File: src/rtl/loop_pkg.sv
// Shared widths and FSM state encoding for the loop-sampler memory sequencer.
package loop_pkg;
  localparam int NUM_BANKS = 8;
  localparam int OFFSET_W  = 23;
  localparam int SAMPLE_W  = 16;
  localparam int ACC_W     = 19;

  typedef logic [2:0] state_t;
  localparam state_t ST_IDLE     = 3'd0;
  localparam state_t ST_SCAN     = 3'd1;
  localparam state_t ST_WR_REQ   = 3'd2;
  localparam state_t ST_RD_REQ   = 3'd3;
  localparam state_t ST_WAIT_ACK = 3'd4;
  localparam state_t ST_MIX_OUT  = 3'd5;
  localparam state_t ST_CLR_WR   = 3'd6;
  localparam state_t ST_CLR_WAIT = 3'd7;
endpackage

File: src/rtl/loop_pos_ctr.sv
// Loop position and loop length: pos advances once per completed service,
// wrapping at current_max when a length is latched, saturating otherwise.
module loop_pos_ctr #(
  parameter int OFFSET_W = loop_pkg::OFFSET_W
) (
  input  logic                clk,
  input  logic                rst,
  input  logic                svc_start,
  input  logic                svc_done,
  input  logic                set_max,
  input  logic                reset_max,
  output logic [OFFSET_W-1:0] pos,
  output logic [OFFSET_W-1:0] current_max
);
  localparam logic [OFFSET_W-1:0] POS_MAX = '1;

  // Cleared by set/reset_max so a service in flight does not move pos off 0.
  logic armed_reg;

  always_ff @(posedge clk or posedge rst) begin
    if (rst) begin
      pos         <= '0;
      current_max <= '0;
      armed_reg   <= 1'b0;
    end else if (reset_max) begin
      pos         <= '0;
      current_max <= '0;
      armed_reg   <= 1'b0;
    end else if (set_max) begin
      pos         <= '0;
      current_max <= (pos == POS_MAX) ? POS_MAX : pos + 1'b1;
      armed_reg   <= 1'b0;
    end else begin
      if (svc_start) armed_reg <= 1'b1;
      else if (svc_done) armed_reg <= 1'b0;
      if (svc_done && armed_reg) begin
        if (current_max == '0) pos <= (pos == POS_MAX) ? POS_MAX : pos + 1'b1;
        else if (pos >= current_max - 1'b1) pos <= '0;
        else pos <= pos + 1'b1;
      end
    end
  end
endmodule

File: src/rtl/loop_mem_seq.sv
// Per-sample bank record/playback sequencer with a background bank-clear sweep,
// sharing one request/ack memory port; sample service always wins over the sweep.
module loop_mem_seq #(
  parameter int  NUM_BANKS = loop_pkg::NUM_BANKS,
  parameter int  OFFSET_W  = loop_pkg::OFFSET_W,
  parameter int  SAMPLE_W  = loop_pkg::SAMPLE_W,
  localparam int BANK_W    = $clog2(NUM_BANKS),
  localparam int ADDR_W    = BANK_W + OFFSET_W
) (
  input  logic                 clk100,
  input  logic                 rst,
  input  logic                 sample_tick,
  input  logic [SAMPLE_W-1:0]  audio_in,
  input  logic [NUM_BANKS-1:0] playing,
  input  logic [NUM_BANKS-1:0] recording,
  input  logic                 delete,
  input  logic [BANK_W-1:0]    delete_bank,
  input  logic                 set_max,
  input  logic                 reset_max,
  output logic [OFFSET_W-1:0]  current_max,
  output logic                 delete_clear,
  output logic                 mem_req,
  output logic                 mem_we,
  output logic [ADDR_W-1:0]    mem_addr,
  output logic [SAMPLE_W-1:0]  mem_wdata,
  input  logic                 mem_ack,
  input  logic [SAMPLE_W-1:0]  mem_rdata,
  output logic [SAMPLE_W-1:0]  mix_out,
  output logic                 mix_valid,
  output logic                 tick_overrun
);
  import loop_pkg::*;

  localparam logic signed [ACC_W-1:0] SAT_HI = ACC_W'((2 ** (SAMPLE_W - 1)) - 1);
  localparam logic signed [ACC_W-1:0] SAT_LO = ~SAT_HI;

  function automatic logic signed [ACC_W-1:0] widen(input logic [SAMPLE_W-1:0] s);
    return $signed({{(ACC_W - SAMPLE_W){s[SAMPLE_W-1]}}, s});
  endfunction

  function automatic logic [SAMPLE_W-1:0] saturate(input logic signed [ACC_W-1:0] a);
    if (a > SAT_HI) return SAT_HI[SAMPLE_W-1:0];
    if (a < SAT_LO) return SAT_LO[SAMPLE_W-1:0];
    return a[SAMPLE_W-1:0];
  endfunction

  state_t                  state_reg;
  logic [BANK_W:0]         bank_reg;
  logic [OFFSET_W-1:0]     pos;
  logic [OFFSET_W-1:0]     svc_pos_reg;
  logic [OFFSET_W-1:0]     clr_off_reg;
  logic [BANK_W-1:0]       clr_bank_reg;
  logic [NUM_BANKS-1:0]    rec_reg;
  logic [NUM_BANKS-1:0]    play_reg;
  logic [SAMPLE_W-1:0]     audio_reg;
  logic signed [ACC_W-1:0] acc_reg;
  logic                    tick_pend_reg;
  logic                    sweep_reg;
  logic                    delete_d_reg;
  logic                    svc_busy;
  logic                    tick_accept;
  logic                    delete_rise;
  logic                    svc_done;
  logic [BANK_W-1:0]       bank_sel;

  // A tick landing mid-clear is held pending and serviced once that write finishes.
  assign svc_busy    = (state_reg == ST_SCAN) || (state_reg == ST_WR_REQ) ||
                       (state_reg == ST_RD_REQ) || (state_reg == ST_WAIT_ACK) ||
                       (state_reg == ST_MIX_OUT);
  assign tick_accept = sample_tick && !svc_busy && !tick_pend_reg;
  assign delete_rise = delete && !delete_d_reg;
  assign svc_done    = (state_reg == ST_MIX_OUT);
  assign bank_sel    = bank_reg[BANK_W-1:0];

  loop_pos_ctr #(.OFFSET_W(OFFSET_W)) u_pos (
    .clk         (clk100),
    .rst         (rst),
    .svc_start   (tick_accept),
    .svc_done    (svc_done),
    .set_max     (set_max),
    .reset_max   (reset_max),
    .pos         (pos),
    .current_max (current_max)
  );

  always_ff @(posedge clk100 or posedge rst) begin
    if (rst) begin
      state_reg     <= ST_IDLE;
      bank_reg      <= '0;
      svc_pos_reg   <= '0;
      clr_off_reg   <= '0;
      clr_bank_reg  <= '0;
      rec_reg       <= '0;
      play_reg      <= '0;
      audio_reg     <= '0;
      acc_reg       <= '0;
      tick_pend_reg <= 1'b0;
      sweep_reg     <= 1'b0;
      delete_d_reg  <= 1'b0;
      mem_req       <= 1'b0;
      mem_we        <= 1'b0;
      mem_addr      <= '0;
      mem_wdata     <= '0;
      mix_out       <= '0;
      mix_valid     <= 1'b0;
      delete_clear  <= 1'b0;
      tick_overrun  <= 1'b0;
    end else begin
      mix_valid    <= 1'b0;
      delete_clear <= 1'b0;
      tick_overrun <= sample_tick && !tick_accept;
      delete_d_reg <= delete;

      if (delete_rise && !sweep_reg) begin
        sweep_reg    <= 1'b1;
        clr_bank_reg <= delete_bank;
        clr_off_reg  <= '0;
      end

      if (tick_accept) begin
        tick_pend_reg <= 1'b1;
        svc_pos_reg   <= pos;
        rec_reg       <= recording;
        play_reg      <= playing;
        audio_reg     <= audio_in;
        acc_reg       <= widen(audio_in);
      end

      case (state_reg)
        ST_IDLE: begin
          if (tick_pend_reg || tick_accept) begin
            state_reg     <= ST_SCAN;
            bank_reg      <= '0;
            tick_pend_reg <= 1'b0;
          end else if (sweep_reg) begin
            state_reg <= ST_CLR_WR;
          end
        end
        ST_SCAN: begin
          if (bank_reg == (BANK_W + 1)'(NUM_BANKS)) state_reg <= ST_MIX_OUT;
          else if (rec_reg[bank_sel]) state_reg <= ST_WR_REQ;
          else if (play_reg[bank_sel]) state_reg <= ST_RD_REQ;
          else bank_reg <= bank_reg + 1'b1;
        end
        ST_WR_REQ: begin
          mem_req   <= 1'b1;
          mem_we    <= 1'b1;
          mem_addr  <= {bank_sel, svc_pos_reg};
          mem_wdata <= audio_reg;
          state_reg <= ST_WAIT_ACK;
        end
        ST_RD_REQ: begin
          mem_req   <= 1'b1;
          mem_we    <= 1'b0;
          mem_addr  <= {bank_sel, svc_pos_reg};
          state_reg <= ST_WAIT_ACK;
        end
        ST_WAIT_ACK: begin
          if (mem_ack) begin
            mem_req <= 1'b0;
            if (!mem_we) acc_reg <= acc_reg + widen(mem_rdata);
            bank_reg  <= bank_reg + 1'b1;
            state_reg <= ST_SCAN;
          end
        end
        ST_MIX_OUT: begin
          mix_out   <= saturate(acc_reg);
          mix_valid <= 1'b1;
          state_reg <= ST_IDLE;
        end
        ST_CLR_WR: begin
          mem_req   <= 1'b1;
          mem_we    <= 1'b1;
          mem_addr  <= {clr_bank_reg, clr_off_reg};
          mem_wdata <= '0;
          state_reg <= ST_CLR_WAIT;
        end
        ST_CLR_WAIT: begin
          if (mem_ack) begin
            mem_req   <= 1'b0;
            state_reg <= ST_IDLE;
            if (clr_off_reg == '1) begin
              sweep_reg    <= 1'b0;
              delete_clear <= 1'b1;
            end else begin
              clr_off_reg <= clr_off_reg + 1'b1;
            end
          end
        end
        default: state_reg <= ST_IDLE;
      endcase
    end
  end
endmodule
File: config.mk
export PLATFORM = sky130hd
export DESIGN_NAME = loop_mem_seq
export DESIGN_NICKNAME = d
export VERILOG_FILES = /design/src/rtl/loop_pkg.sv /design/src/rtl/loop_pos_ctr.sv /design/src/rtl/loop_mem_seq.sv
export SDC_FILE = /design/constraint.sdc
export NUM_CORES = 1
export LEC_CHECK = 0
export ABC_AREA = 0
export ABC_CLOCK_PERIOD_IN_PS = 7400
export BUFFER_PORTS_ARGS = -buffer_cell sky130_fd_sc_hd__buf_2
export CORE_UTILIZATION = 35
export CTS_CLUSTER_SIZE = 12
export DETAILED_ROUTE_END_ITERATION = 6
export HOLD_SLACK_MARGIN = 0.06
export PLACE_DENSITY_LB_ADDON = 0.25
export SYNTH_ARGS = -nofsm -noshare
export SYNTH_HDL_FRONTEND = slang
export SYNTH_SLANG_ARGS = --single-unit
File: constraint.sdc
create_clock -name clk100 -period 7.4 [get_ports clk100]
set_input_delay 1.11 -clock clk100 [delete_from_list [all_inputs] [get_ports clk100]]
set_output_delay 1.11 -clock clk100 [all_outputs]
set_load 0.02 [all_outputs]
Word level (Yosys, flattened, before mapping)
Index checks and enable logic that the tools add are counted.
{ "totals": {"reg_bits": 220, "out_inout_bits": 86} }
{ "classes": {"add_sub_neg": 5, "n_lt_le_gt_ge": 4, "eq_ne": 19, "n_mux": 63, "n_reduce_logical": 33} }
{ "ops": {"columns": ["op", "count"], "rows": [
  ["23-bit two-way mux", 12],
  ["19-bit two-way mux", 4],
  ["16-bit two-way mux", 4],
  ["26-bit case mux with 2 select lines", 1],
  ["23-bit by 1-bit adder with 23-bit output (second input constant)", 2],
  ["23-bit equality test (second input constant)", 2],
  ["16-bit case mux with 2 select lines", 1],
  ["23-bit >= comparator", 1],
  ["23-bit zero test", 1],
  ["1-bit two-way mux", 23],
  ["23-bit by 1-bit subtractor with 23-bit output (second input constant)", 1],
  ["3-bit two-way mux", 7],
  ["3-bit case mux with 7 select lines", 1],
  ["4-bit two-way mux", 5],
  ["19-bit by 16-bit adder with 19-bit output", 1],
  ["19-bit by 16-bit > comparator with 1-bit output (second input constant)", 1],
  ["19-bit by 16-bit < comparator with 1-bit output (second input constant)", 1],
  ["3-bit equality test (second input constant)", 4],
  ["2-bit inequality test (second input constant)", 6],
  ["4-bit case mux with 3 select lines", 1],
  ["2-bit nonzero test", 5],
  ["1-bit binary-select mux with 3-bit select", 2],
  ["3-bit by 2-bit equality test with 1-bit output (second input constant)", 2],
  ["1-bit logical AND", 6],
  ["18 further kinds", 30]
]} }

Longest topological paths before layout
Gate-level depths: netlist of run 1.
{ "depth": {"word_depth": 12, "depth_mapped": 15, "ltp_nobuf": 14} }

Hierarchy
A second synthesis of run 1 with hierarchy kept.
{ "hier_totals": {"hier_cells": 1369, "area_unflattened_um2": 11887.7} }
{ "by_module_without_submodules": {"columns": ["mod", "n_inst", "cells_each", "area_each_um2", "seq_area_each_um2"], "rows": [
  ["loop_mem_seq", 1, 973, 8565.7, 4329.2],
  ["loop_pos_ctr", 1, 396, 3321.9, 1176.1]
]} }

Least setup slack after synthesis of run 1
OpenSTA, ideal clock, no wires.
{ "synth_timing": {"path_kind": "register to register", "startpoint": "register u_pos.current_max[12]", "endpoint": "register u_pos.pos[15]", "setup_time_ns": 0.069, "arrival_time_ns": 3.284, "t_required_ns": 7.331, "slack_ns": 4.047, "stages_incl_launch_ff": 14, "n_path_buf": 1, "path_cell_list": "dfrtp_1 -> or4_4 -> nor4_4 -> and2_0 -> nor3b_1 -> xnor2_1 -> ha_1 -> and4_1 -> a221oi_1 -> o21ai_2 -> a21oi_4 -> buf_6 -> o21ai_1 -> nand3_1"} }
{ "synth_between": {"elab_chain_len": 7, "elab_cells_between_ends": 8, "classes_between": "1 x add/sub; 1 x order compare; 5 x mux; 1 x reduce/logical"} }
{ "synth_lines": {"columns": ["element", "line", "source"], "rows": [
  ["start: declaration", "loop_pos_ctr.sv:13", "output logic [OFFSET_W-1:0] current_max"],
  ["start signal: assignment", "loop_pos_ctr.sv:31", "current_max <= (pos == POS_MAX) ? POS_MAX : pos + 1'b1;"],
  ["23-bit by 1-bit subtractor with 23-bit output", "loop_pos_ctr.sv:38", "else if (pos >= current_max - 1'b1) pos <= '0;"],
  ["23-bit >= comparator", "loop_pos_ctr.sv:38", null],
  ["23-bit two-way mux", "loop_pos_ctr.sv:38", null],
  ["23-bit two-way mux (*)", "loop_pos_ctr.sv:37", "if (current_max == '0) pos <= (pos == POS_MAX) ? POS_MAX : pos + 1'b1;"],
  ["23-bit two-way mux (*)", "loop_pos_ctr.sv:36", "if (svc_done && armed_reg) begin"],
  ["23-bit two-way mux (*)", "loop_pos_ctr.sv:29", "end else if (set_max) begin"],
  ["23-bit two-way mux (*)", "loop_pos_ctr.sv:25", "end else if (reset_max) begin"],
  ["end signal: assignment", "loop_pos_ctr.sv:37", null],
  ["end signal: assignment", "loop_pos_ctr.sv:39", "else pos <= pos + 1'b1;"],
  ["end: declaration", "loop_pos_ctr.sv:12", "output logic [OFFSET_W-1:0] pos,"]
]} }
Mark *: on every way between the ends. The rest lies on a longest branch, timed or not. The select of a mux whose other input is x is not followed.
A chain may end at the register's enable or synchronous reset.

Worst setup path in the final report of run 1
{ "layout_timing": {"startpoint": "register u_pos.current_max[4]", "endpoint": "register u_pos.pos[2]"} }
Same word-level chain as after synthesis.

==> results.py, run 1 <==
metrics = {
    "status": {
        "outcome": "finished, violations left",
        "violations": "DRC",
    },
    "floorplanning": {
        "core_um2": 32800,
        "fp.dieH_um": 185,
        "pin_count": 144,
        "rows": 66,
        "die_area_um2": 34300,
        "initial_core_util": 0.358,
        "dieWidth_um": 185,
    },
    "placed_design": {
        "routabilityCongestion": 0.826,
        "hpwlAfterDp_um": 21700,
        "placement.io_buffers": 143,
    },
    "final_layout": {
        "top_register": "mem_addr",
        "ff_latch_area_um2": 5510,
        "area_growth_pct": 16.5,
        "nNetsFinal": 1551,
        "largest_reg_flops": 26,
        "n_fill_cell": 3360,
        "multi_input_area_um2": 5910,
        "drive_gt1_frac": 0.150,
        "n_antenna_cell": 0,
    },
    "worst_setup_path": {
        "ff2ff_setup_slack_ns": 3.43,
        "worst_setup_path_end_kind": "flop",
        "crit_arrival_ns": 4.43,
        "worst-setup-path-type": "flop to flop",
        "regToRegStartpoint": "u_pos.current_max[4]",
        "crit_fanout": 25,
        "crit_required_ns": 7.86,
        "reg2reg_depth": 13,
        "start_kind": "flop",
        "r2r-end": "u_pos.pos[2]",
    },
    "cts": {
        "clk_latency_ns": 0.53,
        "clock_sinks": 220,
        "cts_tree": "built",
        "cts.repair.resized": 0,
        "ctsHtreeMaxLevel": 1,
        "clk_path_buf_depth": 3,
        "cts_setup_buffers": 0,
        "cts-hold-fix-buffers": 0,
        "numCtsBuffers": 26,
        "clkTransAtPathRegs_ns": 0.06,
        "root_buffer": "clkbuf_16",
    },
    "yosys": {
        "synthTopCellsByCount": "331 x nand2_1, 220 x dfrtp_1, 103 x nor2_1",
        "ys_types": 68,
        "async_flop_share": 1.00,
        "ys_ff_latch": 220,
        "synthTopCellsByArea": "dfrtp_1 47%, nand2_1 11%, ha_1 4.9%",
        "syn-instance-count": 1331,
        "synth_edf_count": 0,
        "synth_area_um2": 11700,
        "yosys_warnings": 0,
        "synth_nets": 1436,
        "avgSynthCellArea_um2": 8.82,
        "yosysMostFrequentCell": "nand2_1",
        "ys.flop_type": "dfrtp_1",
        "yosysTopAreaCellShare": 0.469,
        "yosys.area.top_type": "dfrtp_1",
        "synth_seq_area_share": 0.469,
    },
    "power_and_ir_drop": {
        "p_comb_frac": 0.359,
        "p_leak_nw": 6.73,
        "switching_share": 0.386,
        "powerDensity_nw_per_um2": 354,
        "clock_power_share": 0.267,
        "irDropWorstVdd_mv": 0.179,
        "seqPwrFrac": 0.374,
        "intPower_mw": 2.98,
        "p_total_mw": 4.85,
        "power_switching_mw": 1.87,
    },
    "grt": {
        "grt_pass1_vias": 9684,
        "grt.met2_usage": 0.316,
        "use_met1": 0.248,
        "grt.total_usage": 0.186,
        "grt_remaining_overflow": 0,
        "antenna_found_initial": 0,
        "met3_usage": 0.0271,
        "grt_max_degree": 151,
        "grt_busiest_layer": "met2",
        "grt_pass1_wl_um": 51200,
    },
    "sta": {
        "hold_viol": 0,
        "rsz0062_at_grt": "no",
        "tightest_slew_ns": 1.08,
        "relSlewSlack": 0.278,
        "final_max_slew_viol_count": 0,
        "max_freq_mhz": 252,
        "post-route-min-period_ns": 3.97,
        "fin_crit_sh": 0.536,
        "clock_skew_ns": 0.0166,
        "finalSetupViolCount": 0,
        "finalSetupTns_ns": 0,
    },
    "routing": {
        "drt-initial-drc-count": 475,
        "ant_nets": 0,
        "vias": 9824,
        "dr.pass1.iters": 7,
        "routedWlPerCell_um": 16.3,
        "drc": 1,
        "drt-vias-per-instance": 5.16,
        "routed_wl_um": 31100,
    },
    "hold_path": {
        "min_from": "mix_out[1]",
        "min_to": "mix_out[1]",
        "min_path_cells": 2,
        "min_path_type": "flop to flop",
    },
    "flow_run": {
        "drv_cap": 0,
    },
}
## layout make-up
cell class | count | share of cell area
Sequential cell | 220 | 0.402
Inverter | 20 | 0.00604
Clock buffer | 36 | 0.0555
Clock inverter | 9 | 0.00713
Timing Repair Buffer | 151 | 0.0567
Tap cell | 442 | 0.0404
Multi-Input combinational cell | 1027 | 0.432
## worst max-delay path by stage
| stage | startpoint | endpoint | slack (ns) | cells past startpoint |
|---|---|---|---|---|
| after global placement | u_pos.current_max[5] | u_pos.pos[2] | 3.56 | 13 |
| final | u_pos.current_max[4] | u_pos.pos[2] | 3.43 | 13 |
| after detailed placement | u_pos.current_max[4] | u_pos.pos[2] | 3.41 | 13 |
| after floorplan | rst | acc_reg[0] | 0.27 | 1 |
| after CTS | u_pos.current_max[4] | u_pos.pos[2] | 3.38 | 13 |
| after global routing | u_pos.current_max[4] | u_pos.pos[2] | 3.11 | 13 |
## through the flow
stage | std cells | setup slack (ns) | util | hold slack, ns | instance area [µm²]
floorplan | 1331 | 0.269 | - | 0.440 | 11700
global placement | 1860 | 3.56 | 0.391 | 0.445 | 12800
detailed placement | 1860 | 3.41 | 0.391 | 0.451 | 12800
CTS | 1905 | 3.38 | 0.417 | 0.464 | 13700
global route | 1905 | 3.11 | 0.417 | 0.489 | 13700
finish | 1905 | 3.43 | 0.417 | 0.458 | 13700
## power groups by stage
stage / Clock [mW] / Combinational (mW) / Sequential [mW]
floorplan: 0 / 1.14 / 1.94
global placement: 0 / 1.73 / 1.83
detailed placement: 0 / 1.76 / 1.83
CTS: 1.33 / 1.77 / 1.82
global route: 1.38 / 1.97 / 1.86
finish: 1.29 / 1.74 / 1.81
## critical path, stage by stage (launching register included)
cell	delay, ns
dfrtp_1	0.43
nor4_2	0.40
nand2_1	0.15
nor4_2	0.42
nand2_1	0.19
nor4_1	0.27
xnor2_1	0.18
ha_1	0.27
and4_1	0.15
a221oi_1	0.43
o21ai_2	0.12
a21oi_4	0.56
a21o_1	0.21
a22o_1	0.11
## cell usage in the layout, fill, tap and decap left out, drive strengths merged, types with 11 or more instances in the layout
cell,count
nand4,16
a31oi,18
o31ai,12
nor3,16
a21oi,75
clkbuf,36
buf,151
ha,46
xnor2,30
xor2,20
nand3,51
nand2,331
dfrtp,220
a21o,13
nor4,13
nor2,104
a311oi,12
nand2b,21
a22o,11
nor2b,12
o21ai,100
and3,18
mux2i,30
and2,11
inv,19
## routing by layer
layer	vias to the layer above	share of wire
met3	43	0.040
met4	0	0.021
met2	207	0.48
met5	-	0
li1	4862	-
met1	4712	0.46
## cells by family after synthesis
family          share of synthesized area
simple gates                        0.236
fa+ha+maj                          0.0507
mux                                0.0304
xor+xnor                           0.0373
compound gates                      0.147
buf+inv                            0.0301
flops                               0.469
Power figures use the tool's default switching activity.
==> run 2, diff against run 1 <==
--- a/config.mk
+++ b/config.mk
@@ -5,8 +5,8 @@
 export SDC_FILE = /design/constraint.sdc
 export NUM_CORES = 1
 export LEC_CHECK = 0
-export ABC_AREA = 0
-export ABC_CLOCK_PERIOD_IN_PS = 7400
+export ABC_AREA = 1
+export ABC_CLOCK_PERIOD_IN_PS = 3900
 export BUFFER_PORTS_ARGS = -buffer_cell sky130_fd_sc_hd__buf_2
 export CORE_UTILIZATION = 35
 export CTS_CLUSTER_SIZE = 12
==> constraint.sdc (replaced) <==
create_clock -name clk100 -period 3.9 [get_ports clk100]
set_input_delay 0.585 -clock clk100 [delete_from_list [all_inputs] [get_ports clk100]]
set_output_delay 0.585 -clock clk100 [all_outputs]
set_load 0.02 [all_outputs]
==> run 2 against run 1 <==
  * The flow still finishes with violations (DRC)
  * Register-to-register slack got worse by 2.8 ns
  * Power up 90%
  * Synthesized cell count is 30% higher
  * Largest power group unchanged
==> results.py, run 2 <==
metrics = {
    "status": {
        "outcome": "finished, violations left",
        "violations": "DRC",
    },
    "final_layout": {
        "area_growth_pct": 16.0,
        "layout_commonest_cell": "nand2_1",
        "largest_reg_flops": 26,
        "multi_input_area_um2": 6330,
        "top_register": "mem_addr",
        "drive_gt1_frac": 0.130,
        "ff_latch_area_um2": 5510,
        "n_fill_cell": 3659,
        "nNetsFinal": 1967,
        "final_cell_mix": "572 x nand2_1, 220 x dfrtp_1, 189 x nor2_1",
    },
    "worst_setup_path": {
        "crit_fanout": 23,
        "worst-setup-path-type": "flop to flop",
        "crit_arrival_ns": 3.70,
        "cp_slowest_cell": "dfrtp_1",
        "start_kind": "flop",
        "regToRegStartpoint": "u_pos.current_max[0]",
        "worst_setup_path_end_kind": "flop",
        "cp_cell_sequence": "inv_1 > ha_1 > inv_1 > nor2_2 > nand2_1 > nor2_2 > nand3_1 > nor2_2 > a21oi_1 > a21oi_1 > ha_1 > a21o_1 > nor2_1 > nand2_1 > a21oi_1 > buf_4 > nand3b_1 > nand2_1 > nand2_1 > nand2_1",
        "reg2reg_depth": 20,
        "ff2ff_setup_slack_ns": 0.68,
        "cpPeakStageDelay_ns": 0.37,
        "crit_required_ns": 4.38,
        "cpMostUsedCell": "nand2_1",
        "r2r-end": "u_pos.pos[5]",
    },
    "power_and_ir_drop": {
        "power_switching_mw": 3.62,
        "seqPwrFrac": 0.358,
        "p_leak_nw": 7.88,
        "intPower_mw": 5.58,
        "clock_power_share": 0.285,
        "p_total_mw": 9.20,
        "irDropWorstVdd_mv": 0.381,
        "switching_share": 0.393,
        "p_comb_frac": 0.357,
        "powerDensity_nw_per_um2": 621,
    },
    "cts": {
        "ctsHtreeMaxLevel": 1,
        "cts_setup_buffers": 0,
        "root_buffer": "clkbuf_16",
        "clk_path_buf_depth": 3,
        "clkTransAtPathRegs_ns": 0.06,
        "clock_sinks": 220,
        "numCtsBuffers": 27,
        "cts.repair.resized": 0,
        "clk_latency_ns": 0.55,
        "cts-hold-fix-buffers": 0,
        "cts_tree": "built",
    },
    "floorplanning": {
        "dieWidth_um": 193,
        "core_um2": 35700,
        "pin_count": 144,
        "die_area_um2": 37300,
        "initial_core_util": 0.358,
        "fp.dieH_um": 193,
        "rows": 69,
    },
    "yosys": {
        "synth_edf_count": 0,
        "yosys_warnings": 0,
        "synth_seq_area_share": 0.431,
        "ys_ff_latch": 220,
        "async_flop_share": 1.00,
        "ys.flop_type": "dfrtp_1",
        "yosysMostFrequentCell": "nand2_1",
        "yosysTopAreaCellShare": 0.431,
        "synth_area_um2": 12800,
        "ys_types": 41,
        "synth_nets": 1841,
        "yosys.area.top_type": "dfrtp_1",
        "synthTopCellsByCount": "572 x nand2_1, 220 x dfrtp_1, 189 x nor2_1",
        "syn-instance-count": 1736,
        "avgSynthCellArea_um2": 7.36,
        "synthTopCellsByArea": "dfrtp_1 43%, nand2_1 17%, nor2_1 5.5%",
    },
    "grt": {
        "grt_max_degree": 125,
        "grt_pass1_vias": 10640,
        "grt_remaining_overflow": 0,
        "antenna_found_initial": 3,
        "grt_pass1_wl_um": 57300,
        "grt.total_usage": 0.193,
    },
    "routing": {
        "ant_nets": 0,
        "drt-vias-per-instance": 4.89,
        "routed_wl_um": 35900,
        "vias": 11452,
        "drt-initial-drc-count": 805,
        "routedWlPerCell_um": 15.3,
        "drc": 20,
        "dr.pass1.iters": 7,
    },
    "sta": {
        "final_max_slew_viol_count": 0,
        "finalSetupViolCount": 0,
        "rsz0062_at_grt": "no",
        "max_freq_mhz": 311,
        "tightest_slew_ns": 0.953,
        "post-route-min-period_ns": 3.22,
        "finalSetupTns_ns": 0,
        "hold_viol": 0,
        "clock_skew_ns": 0.0208,
        "fin_crit_sh": 0.825,
        "relSlewSlack": 0.363,
    },
    "hold_path": {
        "min_from": "delete",
        "min_to": "delete_d_reg",
        "min_path_type": "primary input to flop",
        "min_path_cells": 1,
    },
    "flow_run": {
        "drv_cap": 0,
    },
    "placed_design": {
        "routabilityCongestion": 0.882,
        "placement.io_buffers": 143,
        "hpwlAfterDp_um": 26300,
    },
}
-- run 2: cell count changes in the layout (fill, tap and decap cells not counted), sizes merged, moves of 14 or more --
cell,before,now
a21oi,75,52
a31oi,18,4
and3,18,0
inv,19,176
mux2i,30,0
nand2,331,580
nand2b,21,0
nand3,51,109
nor2,104,205
o21ai,100,151
xnor2,30,4
xor2,20,39
-- run 2: kinds of logic after synthesis --
kind of cell | synth area share
buffers and inverters | 0.0745
DFF | 0.431
muxes | 0.00264
and+or+nand+nor | 0.310
adders and majority gates | 0.0466
xor gates and xnor gates | 0.0295
AOI/OAI and AO/OA | 0.107
-- run 2: layout make-up --
class | count | area share
clock buffers | 42 | 0.0554
clock inverters | 6 | 0.00751
well taps | 461 | 0.0389
flip-flops and latches | 220 | 0.371
diodes | 2 | 0.000337
repair buffers | 152 | 0.0545
multi-input cells | 1282 | 0.427
inverters | 179 | 0.0456
-- run 2: power by group through the flow --
stage	clock (mW)	sequential (mW)	combinational (mW)
finish	2.62	3.29	3.29
global route	2.78	3.37	3.76
CTS	2.68	3.30	3.32
detailed placement	0	3.33	3.31
global placement	0	3.32	3.27
floorplan	0	3.50	2.17
-- run 2: worst max path at each step --
stage | start | to | slack (ns) | cells after the start
floorplan | rst | acc_reg[0] | 0.45 | 1
global placement | u_pos.current_max[0] | u_pos.pos[20] | 0.82 | 20
detailed placement | u_pos.current_max[0] | u_pos.pos[7] | 0.70 | 20
CTS | u_pos.current_max[0] | u_pos.pos[5] | 0.67 | 20
global route | u_pos.current_max[0] | u_pos.pos[14] | 0.29 | 20
finish | u_pos.current_max[0] | u_pos.pos[5] | 0.68 | 20
-- run 2: critical path, delay by kind of cell (launching register included) --
kind,cells,cell delay [ns]
AOI/OAI and AO/OA,4,0.50
adders and majority gates,2,0.46
buffers and inverters,3,0.47
DFF,1,0.37
and+or+nand+nor,11,1.33
-- run 2: per-stage QoR --
stage	setup slack [ns]	std cells	instance area, µm²	hold slack (ns)	utilization
6_report	0.681	2344	14800	0.195	0.415
5_1_grt	0.293	2343	14800	0.169	0.415
4_1_cts	0.673	2342	14800	0.165	0.415
3_5_place_dp	0.703	2294	13900	0.461	0.389
3_3_place_gp	0.824	2294	13900	0.454	0.389
2_1_floorplan	0.447	1736	12800	0.444	-
-- run 2: per-layer routing --
| metal | share of wire | GRT usage | wire length [µm] | up-vias |
|---|---|---|---|---|
| met5 | 0.00075 | 0 | 27 | - |
| met2 | 0.42 | 0.282 | 15000 | 272 |
| met3 | 0.060 | 0.0315 | 2160 | 42 |
| li1 | - | - | - | 5806 |
| met4 | 0.017 | 0.0418 | 618 | 4 |
| met1 | 0.50 | 0.296 | 18100 | 5328 |
==> run 3, diff against run 2 <==
--- a/config.mk
+++ b/config.mk
@@ -6,7 +6,7 @@
 export NUM_CORES = 1
 export LEC_CHECK = 0
 export ABC_AREA = 1
-export ABC_CLOCK_PERIOD_IN_PS = 3900
+export ABC_CLOCK_PERIOD_IN_PS = 3000
 export BUFFER_PORTS_ARGS = -buffer_cell sky130_fd_sc_hd__buf_2
 export CORE_UTILIZATION = 35
 export CTS_CLUSTER_SIZE = 12
==> constraint.sdc (replaced) <==
create_clock -name clk100 -period 3 [get_ports clk100]
set_input_delay 0.45 -clock clk100 [delete_from_list [all_inputs] [get_ports clk100]]
set_output_delay 0.45 -clock clk100 [all_outputs]
set_load 0.02 [all_outputs]
==> run 3 against run 2 <==
  * The flow still finishes with violations (DRC)
  * Via count increased by 0.77%
  * Global-route usage up 0.14 points
  * Register-to-register slack got worse by 0.59 ns
  * Largest power group is now combinational logic
  * Count of clock-buffer cells in the layout fell by 5
  * Non-clock buffer count is 23 higher
  * Hold slack lost 0.15 ns
  * Wire length grew 2.0%
==> results.py, run 3 (synthesis results as in run 2) <==
metrics = {
    "status": {
        "outcome": "finished, violations left",
        "violations": "DRC",
    },
    "placed_design": {
        "numPlacedInstances": 2307,
        "hpwlAfterDp_um": 26500,
        "placement.io_buffers": 143,
        "routabilityCongestion": 0.867,
    },
    "power_and_ir_drop": {
        "p_leak_nw": 8.04,
        "switching_share": 0.398,
        "seqPwrFrac": 0.352,
        "clock_power_share": 0.283,
        "irDropWorstVdd_mv": 0.421,
        "powerDensity_nw_per_um2": 791,
        "p_comb_frac": 0.365,
        "power_switching_mw": 4.80,
        "intPower_mw": 7.26,
    },
    "final_layout": {
        "area_growth_pct": 19.3,
        "drive_gt1_frac": 0.157,
        "largest_reg_flops": 26,
        "top_register": "mem_addr",
        "final_cell_mix": "563 x nand2_1, 220 x dfrtp_1, 180 x nor2_1",
        "stdcell_count": 2370,
        "layout_commonest_cell": "nand2_1",
        "nNetsFinal": 1990,
    },
    "cts": {
        "numCtsBuffers": 27,
        "root_buffer": "clkbuf_16",
        "clkTransAtPathRegs_ns": 0.06,
        "clk_latency_ns": 0.57,
        "cts_tree": "built",
        "clock_sinks": 220,
        "clk_path_buf_depth": 3,
        "ctsHtreeMaxLevel": 1,
    },
    "grt": {
        "antenna_found_initial": 2,
        "grt_pass1_wl_um": 57700,
        "grt.total_usage": 0.195,
        "grt_pass1_vias": 10940,
        "grt_max_degree": 127,
        "grt_remaining_overflow": 0,
    },
    "floorplanning": {
        "core_um2": 35700,
        "fp.dieH_um": 193,
        "pin_count": 144,
        "initial_core_util": 0.358,
        "dieWidth_um": 193,
        "die_area_um2": 37300,
        "rows": 69,
    },
    "worst_setup_path": {
        "regToRegStartpoint": "u_pos.current_max[1]",
        "cp_cell_sequence": "nor2_2 > nand2_4 > nor3_2 > buf_4 > inv_2 > nor2_4 > nand2_2 > nor2_2 > xor2_1 > inv_1 > ha_1 > nand2_2 > nor2_4 > nand2_2 > nor2_4 > a21oi_4 > clkbuf_16 > nand3_1 > nand2_1 > nand2_1 > nand2_1",
        "cpPeakStageDelay_ns": 0.40,
        "r2r-end": "u_pos.pos[17]",
        "worst-setup-path-type": "flop to flop",
        "cp_slowest_cell": "dfrtp_1",
        "crit_required_ns": 3.50,
        "startpoint": "u_pos.current_max[1]",
        "crit_fanout": 6,
        "reg2reg_depth": 21,
        "cpLargestDelayFamily": "simple AND/OR/NAND/NOR gates",
        "crit_arrival_ns": 3.42,
        "worst_setup_path_end_kind": "flop",
        "crit_buf_inv": 4,
        "start_kind": "flop",
        "ff2ff_setup_slack_ns": 0.09,
    },
    "sta": {
        "post-route-min-period_ns": 2.91,
        "finalSetupTns_ns": 0,
        "max_freq_mhz": 343,
        "rsz0062_at_grt": "yes",
        "finalSetupViolCount": 0,
        "hold_viol": 0,
        "clock_skew_ns": 0.0385,
        "fin_crit_sh": 0.971,
        "final_max_slew_viol_count": 0,
        "timing.hold.ws_ns": 0.0402,
        "relSlewSlack": 0.478,
        "tightest_slew_ns": 0.783,
    },
    "flow_run": {
        "drv_cap": 0,
    },
    "routing": {
        "drt-initial-drc-count": 647,
        "drt-vias-per-instance": 4.87,
        "dr.pass1.iters": 7,
        "routed_wl_um": 36600,
        "routedWlPerCell_um": 15.5,
        "ant_nets": 0,
        "drc": 12,
        "vias": 11540,
    },
    "hold_path": {
        "min_path_type": "primary input to asynchronous set/reset pin",
    },
}
[run 3: stage by stage]
| stage | utilization | setup WS, ns | power, mW | cell area (µm²) |
|---|---|---|---|---|
| 5_1_grt | 0.426 | -0.0604 | 13.0 | 15200 |
| 3_5_place_dp | 0.392 | 0.0489 | 8.68 | 14000 |
| 2_1_floorplan | - | -0.318 | 7.38 | 12800 |
| 6_report | 0.427 | 0.0870 | 12.1 | 15200 |
| 4_1_cts | 0.418 | 0.0325 | 12.2 | 15000 |
| 3_3_place_gp | 0.392 | 0.132 | 8.61 | 14000 |
[run 3: how the worst max path moves through the flow]
stage	to	slack, ns	depth (start not counted)
after global placement	u_pos.pos[20]	0.13	20
after floorplan	acc_reg[0]	-0.32	1
final	u_pos.pos[17]	0.09	21
after detailed placement	u_pos.pos[17]	0.05	20
after global routing	u_pos.pos[13]	-0.06	21
after CTS	u_pos.pos[17]	0.03	20
[run 3: power groups by stage]
stage,Combinational [mW],Clock (mW),Sequential [mW]
global placement,4.33,0,4.29
CTS,4.41,3.49,4.26
detailed placement,4.38,0,4.30
finish,4.40,3.41,4.25
floorplan,2.83,0,4.55
global route,5.01,3.62,4.34
[run 3: area by class of cell]
type	instances	area (µm²)
Inverter	179	676
Multi-Input combinational cell	1282	6480
Antenna cell	4	10.0
Sequential cell	220	5510
Timing Repair Buffer	175	1060
Tap cell	461	577
Clock inverter	12	156
Fill cell	3698	20500
Clock buffer	37	773
[run 3: layer usage]
metal | GRT usage | vias up | wire [µm]
li1 | - | 5868 | -
met5 | 0 | - | 0
met4 | 0.0580 | 0 | 932
met2 | 0.287 | 277 | 15500
met1 | 0.295 | 5343 | 18300
met3 | 0.0237 | 52 | 1820
[run 3: repair_timing]
item	in CTS	in global routing
resized for setup	0	46
endpoints found under the hold margin	1	0
buffers inserted	0	6
endpoints found under the setup margin	0	23
hold buffers	1	0
[run 3: worst min-delay path, stage by stage]
cell        delay [ns]
buf_2             0.11
clkinvlp_4        0.10
buf_12            0.37
